File: src/rtl/int_mul_pkg.sv
// Shared helpers for the pipelined integer multiplier: CSA tree sizing,
// level-to-stage placement and parameter bounds.
package int_mul_pkg;

  localparam int WIDTH_MIN  = 4;
  localparam int WIDTH_MAX  = 32;
  localparam int STAGES_MIN = 1;
  localparam int STAGES_MAX = 4;

  // Rows left after applying lvls rounds of 3:2 compression.
  function automatic int rows_after(input int rows, input int lvls);
    int r;
    r = rows;
    for (int i = 0; i < lvls; i++)
      if (r > 2) r = 2 * (r / 3) + r % 3;
    return r;
  endfunction

  function automatic int csa_levels(input int rows);
    int r;
    int n;
    r = rows;
    n = 0;
    for (int i = 0; i < 64; i++)
      if (r > 2) begin
        r = 2 * (r / 3) + r % 3;
        n++;
      end
    return n;
  endfunction

  function automatic int level_stage(input int lvl, input int levels, input int stages);
    return (lvl * stages) / levels;
  endfunction

  // First level owned by a stage; equals levels when stg == stages.
  function automatic int stage_first_level(input int stg, input int levels, input int stages);
    return (stg * levels + stages - 1) / stages;
  endfunction

endpackage

File: src/rtl/csa_compressor3.sv
// Bitwise 3:2 compressor; carry is returned unshifted.
module csa_compressor3 #(
  parameter int W = 8
) (
  input  logic [W-1:0] x,
  input  logic [W-1:0] y,
  input  logic [W-1:0] z,
  output logic [W-1:0] sum,
  output logic [W-1:0] carry
);

  assign sum   = x ^ y ^ z;
  assign carry = (x & y) | (x & z) | (y & z);

endmodule

File: src/rtl/pipelined_int_multiplier.sv
// Pipelined unsigned multiplier: CSA tree spread over STAGES register banks, CPA in the last.
// Define INT_MUL_STICKY_EN to add the registered out_sticky output.
module pipelined_int_multiplier
  import int_mul_pkg::*;
#(
  parameter int WIDTH  = 24,
  parameter int STAGES = 3,
  parameter int TAG_W  = 4
) (
  input  logic                          clk,
  input  logic                          rst_n,
  input  logic                          in_valid,
  output logic                          in_ready,
  input  logic [WIDTH-1:0]              in_a,
  input  logic [WIDTH-1:0]              in_b,
  input  logic [TAG_W-1:0]              in_tag,
  output logic                          out_valid,
  input  logic                          out_ready,
  output logic [2*WIDTH-1:0]            out_product,
  output logic [TAG_W-1:0]              out_tag,
`ifdef INT_MUL_STICKY_EN
  output logic                          out_sticky,
`endif
  output logic [$clog2(STAGES+1)-1:0]   occupancy
);

  localparam int PW     = 2 * WIDTH;
  localparam int LEVELS = csa_levels(WIDTH);
  localparam int OCW    = $clog2(STAGES + 1);

  if (WIDTH < WIDTH_MIN || WIDTH > WIDTH_MAX || STAGES < STAGES_MIN ||
      STAGES > STAGES_MAX || TAG_W < 1) begin : g_bad_param
    $error("pipelined_int_multiplier: parameter out of range");
  end

  logic                         w_advance;
  logic                         w_acc;
  logic [WIDTH-1:0]             w_a;
  logic [WIDTH-1:0]             w_b;
  logic [PW-1:0]                w_pp [WIDTH];
  logic [PW-1:0]                w_product;
  logic [PW-1:0]                r_product;
  logic [STAGES:1]              r_vld_pipe;
  logic [STAGES:1]              w_vld_nxt;
  logic [STAGES:1][TAG_W-1:0]   r_tag_pipe;
  logic [OCW-1:0]               r_occ;
  logic [OCW-1:0]               w_occ_nxt;

  assign w_advance = !r_vld_pipe[STAGES] || out_ready;
  assign in_ready  = w_advance;
  assign w_acc     = in_valid && w_advance;
  // Bubbles carry zero operands so idle stages never pick up stray input data.
  assign w_a       = w_acc ? in_a : '0;
  assign w_b       = w_acc ? in_b : '0;

  always_comb begin
    for (int i = 0; i < WIDTH; i++)
      w_pp[i] = PW'(w_a & {WIDTH{w_b[i]}}) << i;
  end

  for (genvar l = 0; l < LEVELS; l++) begin : g_lvl
    localparam int N   = rows_after(WIDTH, l);
    localparam int NG  = N / 3;
    localparam int NO  = rows_after(WIDTH, l + 1);
    localparam int STG = level_stage(l, LEVELS, STAGES);

    logic [PW-1:0] w_in  [N];
    logic [PW-1:0] w_out [NO];
    logic [PW-2:0] w_s   [NG];
    logic [PW-2:0] w_c   [NG];

    if (l == stage_first_level(STG, LEVELS, STAGES)) begin : g_from_stg
      assign w_in = g_stg[STG].w_in;
    end else begin : g_from_lvl
      assign w_in = g_lvl[(l > 0) ? l - 1 : 0].w_out;
    end

    // The carry out of the MSB would be shifted away, so the compressors cover
    // PW-1 bits and only the top sum bit is formed separately.
    for (genvar g = 0; g < NG; g++) begin : g_csa
      csa_compressor3 #(.W(PW - 1)) u_csa (
        .x    (w_in[3*g][PW-2:0]),
        .y    (w_in[3*g+1][PW-2:0]),
        .z    (w_in[3*g+2][PW-2:0]),
        .sum  (w_s[g]),
        .carry(w_c[g])
      );
    end

    always_comb begin
      for (int g = 0; g < NG; g++) begin
        w_out[2*g]   = {w_in[3*g][PW-1] ^ w_in[3*g+1][PW-1] ^ w_in[3*g+2][PW-1], w_s[g]};
        w_out[2*g+1] = {w_c[g], 1'b0};
      end
      for (int k = 0; k < N - 3 * NG; k++)
        w_out[2*NG+k] = w_in[3*NG+k];
    end
  end

  for (genvar s = 0; s < STAGES; s++) begin : g_stg
    localparam int FL = stage_first_level(s, LEVELS, STAGES);
    localparam int FN = stage_first_level(s + 1, LEVELS, STAGES);
    localparam int NI = rows_after(WIDTH, FL);
    localparam int NO = rows_after(WIDTH, FN);

    logic [PW-1:0] w_in  [NI];
    logic [PW-1:0] w_out [NO];

    if (s == 0) begin : g_in_pp
      assign w_in = w_pp;
    end else begin : g_in_bank
      assign w_in = g_stg[(s > 0) ? s - 1 : 0].g_bank.r_bank;
    end

    if (FN == FL) begin : g_pass
      assign w_out = w_in;
    end else begin : g_tree
      assign w_out = g_lvl[(FN > 0) ? FN - 1 : 0].w_out;
    end

    if (s < STAGES - 1) begin : g_bank
      logic [PW-1:0] r_bank [NO];
      always_ff @(posedge clk or negedge rst_n) begin
        if (!rst_n)         r_bank <= '{default: '0};
        else if (w_advance) r_bank <= w_out;
      end
    end else begin : g_cpa
      assign w_product = w_out[0] + w_out[1];
    end
  end

  always_comb begin
    w_vld_nxt = r_vld_pipe;
    if (w_advance) begin
      w_vld_nxt[1] = w_acc;
      for (int k = 2; k <= STAGES; k++) w_vld_nxt[k] = r_vld_pipe[k-1];
    end
  end

  always_comb begin
    w_occ_nxt = '0;
    for (int k = 1; k <= STAGES; k++) w_occ_nxt = w_occ_nxt + OCW'(w_vld_nxt[k]);
  end

  always_ff @(posedge clk or negedge rst_n) begin
    if (!rst_n) begin
      r_vld_pipe <= '0;
      r_occ      <= '0;
    end else begin
      r_vld_pipe <= w_vld_nxt;
      r_occ      <= w_occ_nxt;
    end
  end

  always_ff @(posedge clk or negedge rst_n) begin
    if (!rst_n) begin
      r_tag_pipe <= '0;
      r_product  <= '0;
    end else if (w_advance) begin
      r_tag_pipe[1] <= w_acc ? in_tag : '0;
      for (int k = 2; k <= STAGES; k++) r_tag_pipe[k] <= r_tag_pipe[k-1];
      r_product <= w_product;
    end
  end

`ifdef INT_MUL_STICKY_EN
  logic r_sticky;
  always_ff @(posedge clk or negedge rst_n) begin
    if (!rst_n)         r_sticky <= 1'b0;
    else if (w_advance) r_sticky <= |w_product[WIDTH-3:0];
  end
  assign out_sticky = r_sticky;
`endif

  assign out_valid   = r_vld_pipe[STAGES];
  assign out_product = r_product;
  assign out_tag     = r_tag_pipe[STAGES];
  assign occupancy   = r_occ;

endmodule

File: config.mk
export PLATFORM = sky130hd
export DESIGN_NAME = pipelined_int_multiplier
export DESIGN_NICKNAME = d
export VERILOG_FILES = /design/src/rtl/int_mul_pkg.sv /design/src/rtl/csa_compressor3.sv /design/src/rtl/pipelined_int_multiplier.sv
export SDC_FILE = /design/constraint.sdc
export NUM_CORES = 2
export LEC_CHECK = 0
export CORE_MARGIN = 2
export CORE_UTILIZATION = 50
export CTS_BUF_LIST = sky130_fd_sc_hd__clkbuf_4
export CTS_CLUSTER_DIAMETER = 200
export DETAILED_ROUTE_END_ITERATION = 10
export GPL_TIMING_DRIVEN = 0
export PLACE_DENSITY_LB_ADDON = 0.15
export SYNTH_ARGS = -nofsm -noshare
export SYNTH_HDL_FRONTEND = slang
export SYNTH_HIERARCHICAL = 1
export SYNTH_SLANG_ARGS = --single-unit
File: constraint.sdc
create_clock -name clk -period 5.75 [get_ports clk]
set_clock_uncertainty 0.1 [all_clocks]
set_input_delay 1.15 -clock clk [delete_from_list [all_inputs] [get_ports clk]]
set_output_delay 1.15 -clock clk [all_outputs]
set_load 0.05 [all_outputs]
==> impl_metrics.tcl <==
set metrics [dict create \
    number_of_antenna_violations_at_the_first_check_in_global_routing 5 \
    yosys_most_used_dff "sky130_fd_sc_hd__dfrtp_1" \
    fin_total_pwr_mw 35.77 \
    grt_use_total 0.3101 \
    cts-resized-gates 0 \
    post_drt_wl_per_cell_um 21.84 \
    clock_sinks 634 \
    synth_area_leaders "sky130_fd_sc_hd__fa_1, sky130_fd_sc_hd__dfrtp_1, sky130_fd_sc_hd__nand2_1" \
    worst_hold_slack_ps 328.8 \
    synth_seq_area_share 0.3087 \
    vdd.ir_drop.worst_mv 0.5406 \
    post_dp_cell_area_um2 56540 \
    timing.hold.worst.class "reg2reg" \
    detailroute.via_count 38150 \
    synth_edf_count 0 \
    finalWorstSetupSlack_ps 214.1 \
    drtAntennaViolNets 0 \
    worst_path_most_repeated_cell "sky130_fd_sc_hd__clkbuf_1" \
    synth_top_cell_by_area "sky130_fd_sc_hd__fa_1" \
    setup.worst_path.class "in2out" \
    finalSetupViolations 0 \
    cp_cell_sequence "clkdlybuf4s50_1 -> nor2b_1 -> clkbuf_1 -> inv_1 -> clkbuf_1 -> buf_1 -> clkbuf_1 -> clkdlybuf4s50_1" \
    final_area_um2 58780 \
    total_count_of_max_transition_violations_in_the_final_report 11 \
    finalNonFillerCells 7218 \
    clock-root-buffer "sky130_fd_sc_hd__clkbuf_4" \
    period_needed_ps 5536 \
    power_per_cell_area_nw_per_um2 608.5 \
    place_congestion 0.9437 \
    layout-drive-gt1-share 0.05205 \
    clock_tree.buffer_depth 3 \
    die_area_um2 105400 \
    worstPathBufferInverterCount 7 \
    wp_data_arrival_ps 4290 \
    fp.dieW_um 324.6 \
    postCtsSetupRepairBufs 0 \
    critPathRequiredTime_ps 4500 \
    grt_remaining_overflow 0 \
    global_route_wire_length_before_repair_um 244500 \
    clk_latency_ps 1150 \
    failed_checks "max-capacitance violations, max-slew violations" \
    postSynthAreaPerCell_um2 10.63 \
    fmax_mhz 180.6 \
    wirelength_um 157600 \
    max-slew-margin-rel -0.02625 \
    yosysWarnings 6 \
    timing.critical_path.to_type "output pin" \
    max_stage_delay_ps 900 \
    synth_cells 4836 \
    critical_path.slowest_cell "sky130_fd_sc_hd__clkdlybuf4s50_1" \
    num_rows 117 \
    dp.final_hpwl_um 126900 \
    via_cell_ratio 5.285 \
    dpl.cell_count 6893 \
    timing.critical_path.max_delay_family "buffers and inverters" \
    synth_top_area_frac 0.4035 \
    tritoncts "done" \
    floorplan.core_area_um2 101900 \
    initial_core_util 0.5045 \
    fillCellCount 9149 \
    critical_path_launch_point_type "input port" \
    dieHeight_um 324.6 \
    grt_max_degree 118 \
    nNetsFinal 6849 \
    worst_pin_slew_ps 1539 \
    run_status "finished with violations" \
    seq_area_um2 15870 \
    htreeDepth 4 \
    syn_to_final_growth_pct 14.37 \
    post-route-period-util 0.9628 \
    drt_iter0_markers 3564 \
    unrepaired_setup_endpoints_after_global_routing "false" \
    multi_input_comb_area_um2 36340 \
    path_clk_slew_ps 60 \
    top_level_ports 112 \
    async_reset_ff_frac 1.000 \
    timing.critical_path.fanout_max 10 \
    dp_slack_ps -575.4 \
    io_buffer_count 111 \
    route.detailed.drc 0 \
    maxCapViolCount 1 \
    yosysUniqueCellTypes 64 \
    finalHoldViolations 0 \
    cts_made_buffers 183 \
    vias_in_the_first_global_route 40732 \
    first_pass_iters 6 \
    total_leakage_power_nw 32.58 \
    ys_ff_latch 634 \
    synth_area_um2 51400 \
]
-- layout by cell type (no fill, tap or decap), types with 18 or more instances in the layout --
cell type and count:
sky130_fd_sc_hd__nand2_1 1785, sky130_fd_sc_hd__fa_1 1036, sky130_fd_sc_hd__dfrtp_1 634, sky130_fd_sc_hd__and3_1 585
sky130_fd_sc_hd__conb_1 573, sky130_fd_sc_hd__clkbuf_1 312, sky130_fd_sc_hd__clkbuf_4 248, sky130_fd_sc_hd__clkdlybuf4s50_1 110
sky130_fd_sc_hd__a21oi_1 80, sky130_fd_sc_hd__nor2_1 56, sky130_fd_sc_hd__ha_1 46, sky130_fd_sc_hd__clkinv_1 45
sky130_fd_sc_hd__xnor2_1 37, sky130_fd_sc_hd__a21o_1 29, sky130_fd_sc_hd__o21ai_0 28, sky130_fd_sc_hd__nand4_1 20
sky130_fd_sc_hd__nand3_1 18
-- worst min-delay path, stage by stage, from the launching register on --
cell,delay (ps)
sky130_fd_sc_hd__dfrtp_1,340
sky130_fd_sc_hd__nand2_1,50
sky130_fd_sc_hd__nand2_1,60
-- repair_timing --
action,CTS,global route
endpoints found under the hold margin,11,0
hold buffers,1,0
endpoints found under the setup margin,0,0
-- per-layer routing --
metal / routed length, um / global-route usage / vias to the layer above
met3: 13840 / 0.06607 / 270
met4: 5075 / 0.1039 / 2
met2: 69920 / 0.4683 / 1524
met5: 13 / 0 / -
met1: 68770 / 0.4505 / 19727
li1: - / - / 16627
-- cells in the mapped netlist (all sizes together) (2+ instances only) --
master and instances:
and2 5, nor2 56, nor3 14, xor2 17, or3 2, o21bai 7, o211ai 3, and3 586
dfrtp 634, o311ai 3, o21a 8, fa 1036, nand2 1785, nand2b 3, a221o 2, buf 17
o211a 2, inv 17, ha 46, a21oi 80, nor2b 3, xnor2 37, a211oi 5, o22ai 3
a311oi 3, a31oi 6, o31a 3, a221oi 4, clkbuf 315, a21o 30, o21ai 38, or4 2
nand4 20, nor4 4, nand3 18, o31ai 8
-- where the power goes --
part / internal (mW) / switching (mW)
registers: 6.42 / 1.47
logic: 9.00 / 14.7
clock network: 2.06 / 2.14
total: 17.5 / 18.3
-- flip-flops by register name, summed over array words and instances (netlist names) --
register and count:
g_lvl.w_in 569, occupancy 2, out_product 48, out_tag 4, r_tag_pipe 8, r_vld_pipe 3
-- area by class of cell --
class	count	area share
diodes	9	0.0003831
plain buffers	332	0.02167
clock buffers	248	0.03167
clock inverters	67	0.005938
inverters	17	0.001086
multi-input cells	4425	0.6183
flip-flops and latches	634	0.2699
well taps	1368	0.02912
repair buffers	118	0.02197
-- worst paths after layout --
| kind | from | cells past startpoint | slack [ps] | end |
|---|---|---|---|---|
| setup / recovery | out_ready | 8 | 210 | in_ready |
| hold / removal | r_tag_pipe[0] | 2 | 330 | r_tag_pipe[4] |
| setup reg to reg | r_vld_pipe[3] | 13 | 510 | g_lvl[3].w_in[185] |
| hold reg to reg | r_tag_pipe[0] | 2 | 330 | r_tag_pipe[4] |
| max in group asynchronous | rst_n | 5 | 3320 | g_lvl[3].w_in[189] |
| min in group asynchronous | rst_n | 2 | 400 | g_lvl[3].w_in[112] |
-- cell families after synthesis --
kind of cell,count (synthesis),share of synthesized area
adders and majority gates,1082,0.4147
buffers and inverters,349,0.02600
and+or+nand+nor,2504,0.2149
other,1,0.00007296
muxes,2,0.0004138
AOI/OAI and AO/OA,210,0.02607
xor gates and xnor gates,54,0.009201
DFF,634,0.3087
-- metrics by stage --
step | util | TNS [ps]
after floorplan | - | 0
after global placement | 0.5532 | -
after detailed placement | 0.5549 | -27480
after CTS | 0.5767 | 0
after global routing | 0.5769 | 0
final | 0.5769 | 0
(Power assumes the default switching activity.)
